$ cat config.mk
export PLATFORM = sky130hd
export DESIGN_NAME = fl_fifo_input_arbiter
export DESIGN_NICKNAME = d
export VERILOG_FILES = /design/src/rtl/fl_fifo_input_arbiter.sv
export SDC_FILE = /design/constraint.sdc
export NUM_CORES = 1
export LEC_CHECK = 0
export CORE_AREA = 2 2 144 146
export CTS_CLUSTER_DIAMETER = 40
export DETAILED_ROUTE_END_ITERATION = 10
export DIE_AREA = 0 0 146 148
export PLACE_DENSITY = 0.49
export SYNTH_ARGS = -nofsm -noshare
export SYNTH_HDL_FRONTEND = slang
export SYNTH_SLANG_ARGS = --single-unit
$ cat constraint.sdc
create_clock -name CLK -period 1.75 [get_ports CLK]
set_input_delay 0.175 -clock CLK [delete_from_list [all_inputs] [get_ports CLK]]
set_output_delay 0.175 -clock CLK [all_outputs]
set_load 0.005 [all_outputs]
$ cat src/rtl/fl_fifo_input_arbiter.sv
// Frame-granular arbiter sharing one FrameLink FIFO write port between INPUTS sources.
// Optional build macro FL_ARB_PRIORITY_EN: strict lowest-index priority instead of round-robin.
module fl_fifo_input_arbiter #(
  parameter int DATA_WIDTH = 64,
  parameter int DREM_WIDTH = 3,
  parameter int INPUTS     = 4
) (
  input  logic                         CLK,
  input  logic                         RESET_N,
  input  logic [INPUTS*DATA_WIDTH-1:0] RX_DATA,
  input  logic [INPUTS*DREM_WIDTH-1:0] RX_DREM,
  input  logic [INPUTS-1:0]            RX_SOF_N,
  input  logic [INPUTS-1:0]            RX_EOF_N,
  input  logic [INPUTS-1:0]            RX_SOP_N,
  input  logic [INPUTS-1:0]            RX_EOP_N,
  input  logic [INPUTS-1:0]            RX_SRC_RDY_N,
  output logic [INPUTS-1:0]            RX_DST_RDY_N,
  output logic [DATA_WIDTH-1:0]        TX_DATA,
  output logic [DREM_WIDTH-1:0]        TX_DREM,
  output logic                         TX_SOF_N,
  output logic                         TX_EOF_N,
  output logic                         TX_SOP_N,
  output logic                         TX_EOP_N,
  output logic                         TX_SRC_RDY_N,
  input  logic                         TX_DST_RDY_N,
  output logic [INPUTS-1:0]            GRANT,
  output logic                         FRAME_ERR,
  output logic                         STATE_DBG
);

  localparam int IDX_W = $clog2(INPUTS);

  typedef enum logic {IDLE = 1'b0, LOCK = 1'b1} state_t;

  state_t            state_q, state_d;
  logic [INPUTS-1:0] grant_q, grant_d;
  logic              first_q, first_d;
  logic              frame_err_q, frame_err_d;
  logic [INPUTS-1:0] req;
  logic              req_any;
  logic [IDX_W-1:0]  pick;
  logic              xfer;
  logic              sel_src, sel_sof, sel_eof, sel_sop, sel_eop;

  assign req     = ~RX_SRC_RDY_N;
  assign req_any = |req;

`ifdef FL_ARB_PRIORITY_EN
  // Descending scan so the lowest requesting index is the final assignment.
  always_comb begin
    pick = '0;
    for (int i = INPUTS - 1; i >= 0; i--) begin
      if (req[i]) pick = IDX_W'(i);
    end
  end
`else
  logic [IDX_W-1:0] last_q;
  logic [IDX_W-1:0] cand;

  // Scan from farthest to nearest after last_q so the nearest requester wins.
  always_comb begin
    pick = '0;
    cand = '0;
    for (int k = INPUTS; k >= 1; k--) begin
      cand = IDX_W'((int'(last_q) + k) % INPUTS);
      if (req[cand]) pick = cand;
    end
  end

  always_ff @(posedge CLK or negedge RESET_N) begin
    if (!RESET_N) begin
      last_q <= IDX_W'(INPUTS - 1);
    end else if (state_q == IDLE && req_any) begin
      last_q <= pick;
    end
  end
`endif

  // Pure one-hot mux from the registered grant; grant_q == 0 yields idle values.
  always_comb begin
    TX_DATA = '0;
    TX_DREM = '0;
    for (int i = 0; i < INPUTS; i++) begin
      if (grant_q[i]) begin
        TX_DATA = TX_DATA | RX_DATA[i*DATA_WIDTH +: DATA_WIDTH];
        TX_DREM = TX_DREM | RX_DREM[i*DREM_WIDTH +: DREM_WIDTH];
      end
    end
  end

  assign sel_src = |(grant_q & ~RX_SRC_RDY_N);
  assign sel_sof = |(grant_q & ~RX_SOF_N);
  assign sel_eof = |(grant_q & ~RX_EOF_N);
  assign sel_sop = |(grant_q & ~RX_SOP_N);
  assign sel_eop = |(grant_q & ~RX_EOP_N);

  assign TX_SRC_RDY_N = ~sel_src;
  assign TX_SOF_N     = ~sel_sof;
  assign TX_EOF_N     = ~sel_eof;
  assign TX_SOP_N     = ~sel_sop;
  assign TX_EOP_N     = ~sel_eop;

  // Handshake: a word moves on a rising edge where TX_SRC_RDY_N=0 and TX_DST_RDY_N=0;
  // only the granted source sees the FIFO's ready, every other source sees not-ready.
  assign RX_DST_RDY_N = ~(grant_q & {INPUTS{~TX_DST_RDY_N}});
  assign xfer         = sel_src & ~TX_DST_RDY_N;

  always_comb begin
    state_d     = state_q;
    grant_d     = grant_q;
    first_d     = first_q;
    frame_err_d = 1'b0;
    case (state_q)
      IDLE: begin
        if (req_any) begin
          grant_d = INPUTS'(1) << pick;
          first_d = 1'b1;
          state_d = LOCK;
        end
      end
      LOCK: begin
        if (xfer) begin
          first_d     = 1'b0;
          frame_err_d = first_q & TX_SOF_N;
          if (!TX_EOF_N) begin
            grant_d = '0;
            state_d = IDLE;
          end
        end
      end
      default: state_d = IDLE;
    endcase
  end

  always_ff @(posedge CLK or negedge RESET_N) begin
    if (!RESET_N) begin
      state_q     <= IDLE;
      grant_q     <= '0;
      first_q     <= 1'b0;
      frame_err_q <= 1'b0;
    end else begin
      state_q     <= state_d;
      grant_q     <= grant_d;
      first_q     <= first_d;
      frame_err_q <= frame_err_d;
    end
  end

  assign GRANT     = grant_q;
  assign FRAME_ERR = frame_err_q;
  assign STATE_DBG = (state_q == LOCK);

endmodule

After elaboration in Yosys (flattened, before gate mapping). Cells that the tools add are included.

Logic and storage cells: 86. Flip-flop bits (word level): 9.

Bitwise logic cells: 27. Add/subtract/negate cells: 4. Magnitude comparators: 4. Shift-type cells: 1. Mux-type cells: 33. Equal/unequal tests: 3. Reductions and logical operators: 9.

Operator list (number): two-way mux 64 bit (4); OR 64 bit (3); AND 4 bit (6); NOT 4 bit (6); OR reduction 4 bit (6); less-than comparator 2 x 3 -> 1 bit (second input constant) (4); two-way mux 3 bit (4); two-way mux 4 bit (3); two-way mux 1 bit (11); OR 3 bit (3); binary-select mux 1 bit (select 2 bit) (4); two-way mux 2 bit (4); one-hot mux 4 bit (2 select lines) (1); NOT 1 bit (7); adder 2 x 1 -> 2 bit (second input constant) (2); adder 2 bit (second input constant) (2); != test 2 x 1 -> 1 bit (second input constant) (2); one-hot mux 1 bit (2 select lines) (2); << shifter 1 x 2 -> 4 bit (first input constant) (1); AND reduction 3 bit (1); AND 1 bit (2); != test 2 bit (second input constant) (1); AND reduction 2 bit (1); logical AND 1 bit (1).

Logic depth before layout (Yosys ltp). Gate-level depths: netlist (run 1).

Word-level depth: 10. Mapped depth: 6. Gate-level depth less buffers: 5.

Worst setup path before layout (run 1). No wires, ideal clock.

Kind: reg-to-reg. From: reg last_q[1]. To: reg grant_q[0], in the netlist GRANT[0]. Arrival time: 1.352 ns. Clock period less this slack: 1.473 ns. Stages on the path, launching flop included: 5. Setup slack: 0.277 ns. Library setup time: 0.122 ns. Cells stage by stage: dfstp_2 mux2_1 o22ai_2 a21oi_4 a32o_1.

Word-level cells in the longest chain between the ends: 10. Elaborated cells on any way between the ends: 19. Classes of those cells: add/sub (4); shift (1); mux (14).

Ends and longest elaborated chain: start, declared (RTL line 57) `logic [IDX_W-1:0] last_q;`; start signal, assigned (RTL line 72) `last_q <= IDX_W'(INPUTS - 1);`; start signal, assigned (RTL line 74) `last_q <= pick;`; adder 2 x 1 -> 2 bit (RTL line 65) `cand = IDX_W'((int'(last_q) + k) % INPUTS);`; binary-select mux 1 bit (select 2 bit) (RTL line 66) `if (req[cand]) pick = cand;`; two-way mux 1 bit (implied by the code) (RTL line 66); two-way mux 2 bit (3 in a row) (RTL line 66); two-way mux 2 bit * (RTL line 66); << shifter 1 x 2 -> 4 bit * (RTL line 116) `grant_d = INPUTS'(1) << pick;`; two-way mux 4 bit * (RTL line 115) `if (req_any) begin`; one-hot mux 4 bit (2 select lines) * (RTL line 113) `case (state_q)`; end signal, assigned (RTL line 143) `grant_q <= grant_d;`; end, declared (RTL line 36) `logic [INPUTS-1:0] grant_q, grant_d;`.

Mark *: on every way between the ends. The rest lies on a longest branch, timed or not. The select of a mux whose other input is x is not followed. A chain may end at the register's enable or synchronous reset.

Worst setup path after layout (run 1).
From: reg grant_q[2], in the netlist GRANT[2]. To: out TX_DATA[21].

Word-level cells in the longest chain between the ends: 3.

Ends and longest elaborated chain: two-way mux 64 bit * (RTL line 84) `if (grant_q[i]) begin`; OR 64 bit (RTL line 85) `TX_DATA = TX_DATA | RX_DATA[i*DATA_WIDTH +: DATA_WIDTH];`; two-way mux 64 bit * (RTL line 84); end, declared (RTL line 18) `output logic [DATA_WIDTH-1:0] TX_DATA,`.

Mark *: on every way between the ends. The rest lies on a longest branch, timed or not.

==> results of run 1 <==
final cells by class:
| type | count | area [um2] | area share (%) |
|---|---|---|---|
| Clock buffer | 4 | 78.8 | 1.20 |
| Multi-Input combinational cell | 257 | 1860 | 28.4 |
| Sequential cell | 9 | 233 | 3.55 |
| Timing Repair Buffer | 400 | 4020 | 61.3 |
| Inverter | 6 | 25.0 | 0.382 |
| Tap cell | 270 | 338 | 5.16 |
path summary, 6_finish.rpt:
kind,startpoint,endpoint,slack [ns],cells after the start
max reg2reg,last_q[1],GRANT[0],0.18,4
min reg2reg,first_q,first_q,0.51,2
min,RESET_N,STATE_DBG,0.25,1
max in group asynchronous,RESET_N,last_q[0],1.15,1
max,GRANT[2],TX_DATA[21],-0.07,4
min in group CLK,first_q,first_q,0.51,2
per-stage QoR:
stage	util, %	area (um2)	power, mW	setup slack, ns	cells
5_1_grt	32.7	6550	8.34	-0.141	946
3_3_place_gp	31.2	6260	7.54	0.0477	940
6_report	32.7	6550	7.76	-0.0664	946
4_1_cts	31.7	6350	7.61	-0.145	946
2_1_floorplan	-	2040	2.99	0.277	304
3_5_place_dp	31.2	6260	7.55	0.0233	940
logic make-up (layout without fill, tap and decap cells):
group,Yosys count,in the layout,synth area share [%]
AO/OA/AOI/OAI,155,155,58.8
AND/OR/NAND/NOR,101,101,21.6
buffers and inverters,38,410,7.86
flip-flops,9,9,11.2
multiplexers,1,1,0.553
per-layer routing:
metal  GRT usage [%]  wire [um]  vias to the layer above
met5               0          0                        -
met4            2.23        142                        0
met3            2.93       1350                       10
met2            27.9       8970                      241
met1            17.4       6720                     1943
li1                -          -                     1942
power by group:
group	internal [mW]	switching [mW]
clock network	0.305	0.100
logic	3.82	3.12
registers	0.309	0.112
total	4.43	3.33
cells in the final DEF, fill, tap and decap left out, types with 3 or more instances in the layout:
cell             count
nand2b_4             3
dfrtp_2              4
buf_6                3
dlymetal6s2s_1       7
nand2b_1            11
nor2_1               9
nand2_1             71
clkdlybuf4s50_1    323
dfrtp_1              3
dlygate4sd2_1       32
o22ai_1              6
inv_2                3
a22oi_2             35
a22oi_1             99
clkdlybuf4s15_1      9
buf_4               17
clkbuf_16            3
buf_12               8
repair_timing:
item                                    in CTS  in global routing
resized for setup                           54                 52
setup buffers                                2                  0
endpoints found under the setup margin      70                 44
pin swaps                                    2                  0
critical path, stage by stage, from the launching register on:
cell and delay [ns]:
dfrtp_2 0.40, buf_12 0.23, a22oi_1 0.14, nand2_1 0.09
clkdlybuf4s50_1 0.51
sequential cells by signal, summed over array words and instances, names as in the netlist:
| register | flops |
|---|---|
| GRANT | 4 |
| last_q | 2 |
| FRAME_ERR | 1 |
| STATE_DBG | 1 |
| first_q | 1 |
==> results.yml, run 1 <==
outcome:
  outcome: "complete, but fails checks"
  violations: "setup timing"
logic_synthesis:
  synth_ff_type: "dfrtp_1"
  synth_edf_count: 0
  yosys.area.top_type: "a22oi_1"
  synth.most_common_cell: "a22oi_1"
  syn_inst: 304
  synth_nets: 595
  async_flop_share_pct: 100
  ys_ff_latch: 9
  seq_area_frac_synth_pct: 11.2
  ys_top_cells_by_count: "a22oi_1 (134), nand2_1 (71), clkbuf_1 (19)"
  ys_warn_count: 0
  synth_cell_types: 32
  netlist_area_um2: 2040
  synth_area_leaders: "a22oi_1 (49%), nand2_1 (13%), dfrtp_1 (8.6%)"
  synth_top_cell_area_share_pct: 49.4
  synth.avg_cell_area_um2: 6.70
placement:
  globalplace.congestion: 0.897
  port_buffers: 372
  dp_hpwl_mm: 14.2
routing:
  dr.pass1.iters: 4
  dr_total_vias: 4136
  initialDrtViolationCount: 147
  drtAntennaViolNets: 0
  drcViolationCount: 0
  drt-vias-per-instance: 4.37
  wl_mm: 17.2
  wire_per_inst_um: 18.2
sta:
  setup_tns_ns: -0.849
  slew_headroom_pct: 70.3
  rsz0062_at_grt: "true"
  fmaxAchievable_mhz: 551
  finalSetupViolations: 22
  worst_pin_slew_ns: 0.444
  hold_ws_ns: 0.254
  hold_viol_final: 0
  fin_ws_ns: -0.0664
  finalCriticalPeriod_ns: 1.82
  drv_slew: 0
  clock_skew_ns: 0.00510
  min_period_over_period_pct: 104
worst_setup_path:
  required_ns: 1.57
  cp_max_fo: 43
  startpoint_type: "flop"
  cp-end-kind: "output port"
  worstSetupPathType: "reg2out"
  cp_data_arrival_time_ns: 1.64
die:
  num_rows: 52
  initial_core_util_pct: 10.2
  ioPinCount: 373
  core_um2: 20000
  dieArea_um2: 21600
  die_w_um: 146
  die_h_um: 148
cts:
  htree_levels: 1
  cts_buffers: 3
  hold_buffers: 0
  clock-root-buffer: "clkbuf_16"
  clock_latency_ns: 0.23
  clock-sinks: 9
  clockBufferDepth: 2
  cts_tree: "yes"
  clk_pin_slew_worst_paths_ns: 0.04
layout:
  fill_cells: 2119
  final_nets: 968
  diodes: 0
  syn2layout_area_growth_pct: 222
  drive_above_1_share_pct: 12.9
global_routing:
  grt_use_total_pct: 14.7
  grt_pass1_wl_mm: 25.3
  grt-ovfl-total: 0
  antenna_found_initial: 0
  grt_max_degree: 45
  grt_pass1_vias: 4432
power_and_ir_drop:
  power-per-cell-area_nw_per_um2: 1190
  ir_drop_mv: 0.460
  cellLeakagePower_nw: 2.65
worst_hold_path:
  holdCritPathClass: "in2async"
run:
  cap_violations: 0
No activity file was read; power rests on OpenSTA's default activity.
==> run 2: changes to the inputs <==
- CAP_MARGIN: default -> 20
- HOLD_SLACK_MARGIN: default -> 0.08
==> results of run 2 <==
Final layout, timing and power as in run 1 (identical DEF).
==> run 3: changes to the inputs <==
==> constraint.sdc (replaced) <==
create_clock -name CLK -period 1.75 [get_ports CLK]
set_input_delay 0.175 -clock CLK [delete_from_list [all_inputs] [get_ports CLK]]
set_output_delay 0.175 -clock CLK [all_outputs]
set_load 0.1 [all_outputs]
==> results.yml, run 3 (synthesis gave the netlist of run 1 again) <==
cts:
  cts_buffers: 3
  clock-root-buffer: "clkbuf_16"
  clk_pin_slew_worst_paths_ns: 0.04
  clock-sinks: 9
  hold_buffers: 0
  htree_levels: 1
  clockBufferDepth: 2
  clock_latency_ns: 0.23
  cts_tree: "yes"
worst_setup_path:
  required_ns: 1.57
  startpoint_type: "flop"
  r2r_start: "last_q[1]"
  reg2reg_depth: 4
  reg2reg_slack_ns: 0.17
  reg2reg_to: "GRANT[0]"
  cp-startpoint: "GRANT[0]"
  worstSetupPathType: "reg2out"
  cp_max_fo: 36
  cp-end-kind: "output port"
  cp_data_arrival_time_ns: 1.58
  endpoint: "TX_DATA[8]"
placement:
  port_buffers: 372
  globalplace.congestion: 0.884
  dp_hpwl_mm: 14.0
outcome:
  violations: "setup timing"
  outcome: "complete, but fails checks"
sta:
  fmaxAchievable_mhz: 570
  hold_viol_final: 0
  fin_ws_ns: -0.00335
  min_period_over_period_pct: 100
  drv_slew: 0
  clock_skew_ns: 0.00137
  finalCriticalPeriod_ns: 1.75
  finalSetupViolations: 1
  worst_pin_slew_ns: 0.472
  slew_headroom_pct: 68.4
  rsz0062_at_grt: "true"
  hold_ws_ns: 0.268
layout:
  fin_util_pct: 39.7
  final_nets: 961
  seqCellArea_um2: 244
  diodes: 0
  fill_cells: 2002
  drive_above_1_share_pct: 37.2
  multi_input_area_um2: 2430
  largest_register_ff_count: 4
  syn2layout_area_growth_pct: 291
  layout_commonest_cell: "clkdlybuf4s50_1"
  final_cell_mix: "clkdlybuf4s50_1 (290), a22oi_1 (92), buf_12 (86)"
routing:
  drt-vias-per-instance: 4.37
  drcViolationCount: 0
  initialDrtViolationCount: 173
  dr.pass1.iters: 4
  drtAntennaViolNets: 0
  wl_mm: 17.1
  wire_per_inst_um: 18.3
  dr_total_vias: 4107
global_routing:
  grt_pass1_wl_mm: 25.0
  grt-ovfl-total: 0
  grt_max_degree: 39
  antenna_found_initial: 0
  grt_pass1_vias: 4383
  grt_use_total_pct: 14.5
die:
  die_w_um: 146
  num_rows: 52
  dieArea_um2: 21600
  core_um2: 20000
  initial_core_util_pct: 10.2
  die_h_um: 148
  ioPinCount: 373
worst_hold_path:
  holdCritPathClass: "in2async"
run:
  cap_violations: 0
run 3: cell types whose count changed in the layout (fill, tap and decap cells not counted), sizes merged:
cell           before  now
buf                28  101
clkdlybuf4s50     323  290
dlygate4sd2        32    0
clkdlybuf4s15       9    0
dlymetal6s2s        7    0
clkbuf              5    6
run 3: timing repair:
item,in CTS,in global routing
setup endpoints to repair,36,50
buffers inserted,1,1
gates resized for setup,27,31
cloned,0,2
pin swaps,0,4
run 3: worst min path at each step:
stage / start / end / slack [ns] / cells past startpoint
floorplan: RESET_N / FRAME_ERR / -0.12 / 0
global placement: first_q / first_q / 0.52 / 2
detailed placement: first_q / first_q / 0.48 / 2
CTS: RESET_N / GRANT[2] / 0.28 / 1
global route: RESET_N / GRANT[2] / 0.31 / 1
finish: RESET_N / GRANT[2] / 0.27 / 1
run 3: critical path: stages (launching register included):
cell	delay [ns]
dfrtp_4	0.53
buf_12	0.19
a22oi_1	0.32
nand2_4	0.08
buf_12	0.17
run 3: metal layers:
| layer | up-vias | track usage, % | routed length (um) |
|---|---|---|---|
| li1 | 1930 | - | - |
| met5 | - | 0 | 0 |
| met2 | 230 | 28.4 | 9310 |
| met3 | 19 | 3.70 | 1400 |
| met4 | 0 | 2.09 | 216 |
| met1 | 1928 | 16.0 | 6220 |
run 3: final cells by class:
cell class | instances | area share [%]
Timing Repair Buffer | 393 | 60.8
Sequential cell | 9 | 3.07
Clock buffer | 4 | 0.990
Multi-Input combinational cell | 257 | 30.6
Tap cell | 270 | 4.24
Inverter | 6 | 0.314
run 3: through the flow:
| step | cells | TNS (ns) | setup slack (ns) | cell area [um2] |
|---|---|---|---|---|
| after floorplan | 304 | -0.896 | -0.0901 | 2590 |
| after global placement | 931 | 0 | 0.124 | 7520 |
| after detailed placement | 931 | 0 | 0.0866 | 7520 |
| after CTS | 936 | -0.0274 | -0.0230 | 7740 |
| after global routing | 939 | -0.630 | -0.0437 | 7960 |
| final | 939 | -0.00335 | -0.00335 | 7960 |
Power of run 3 is not shown: default switching activity piles up to over one toggle a cycle in this logic, so the estimate is an artifact.
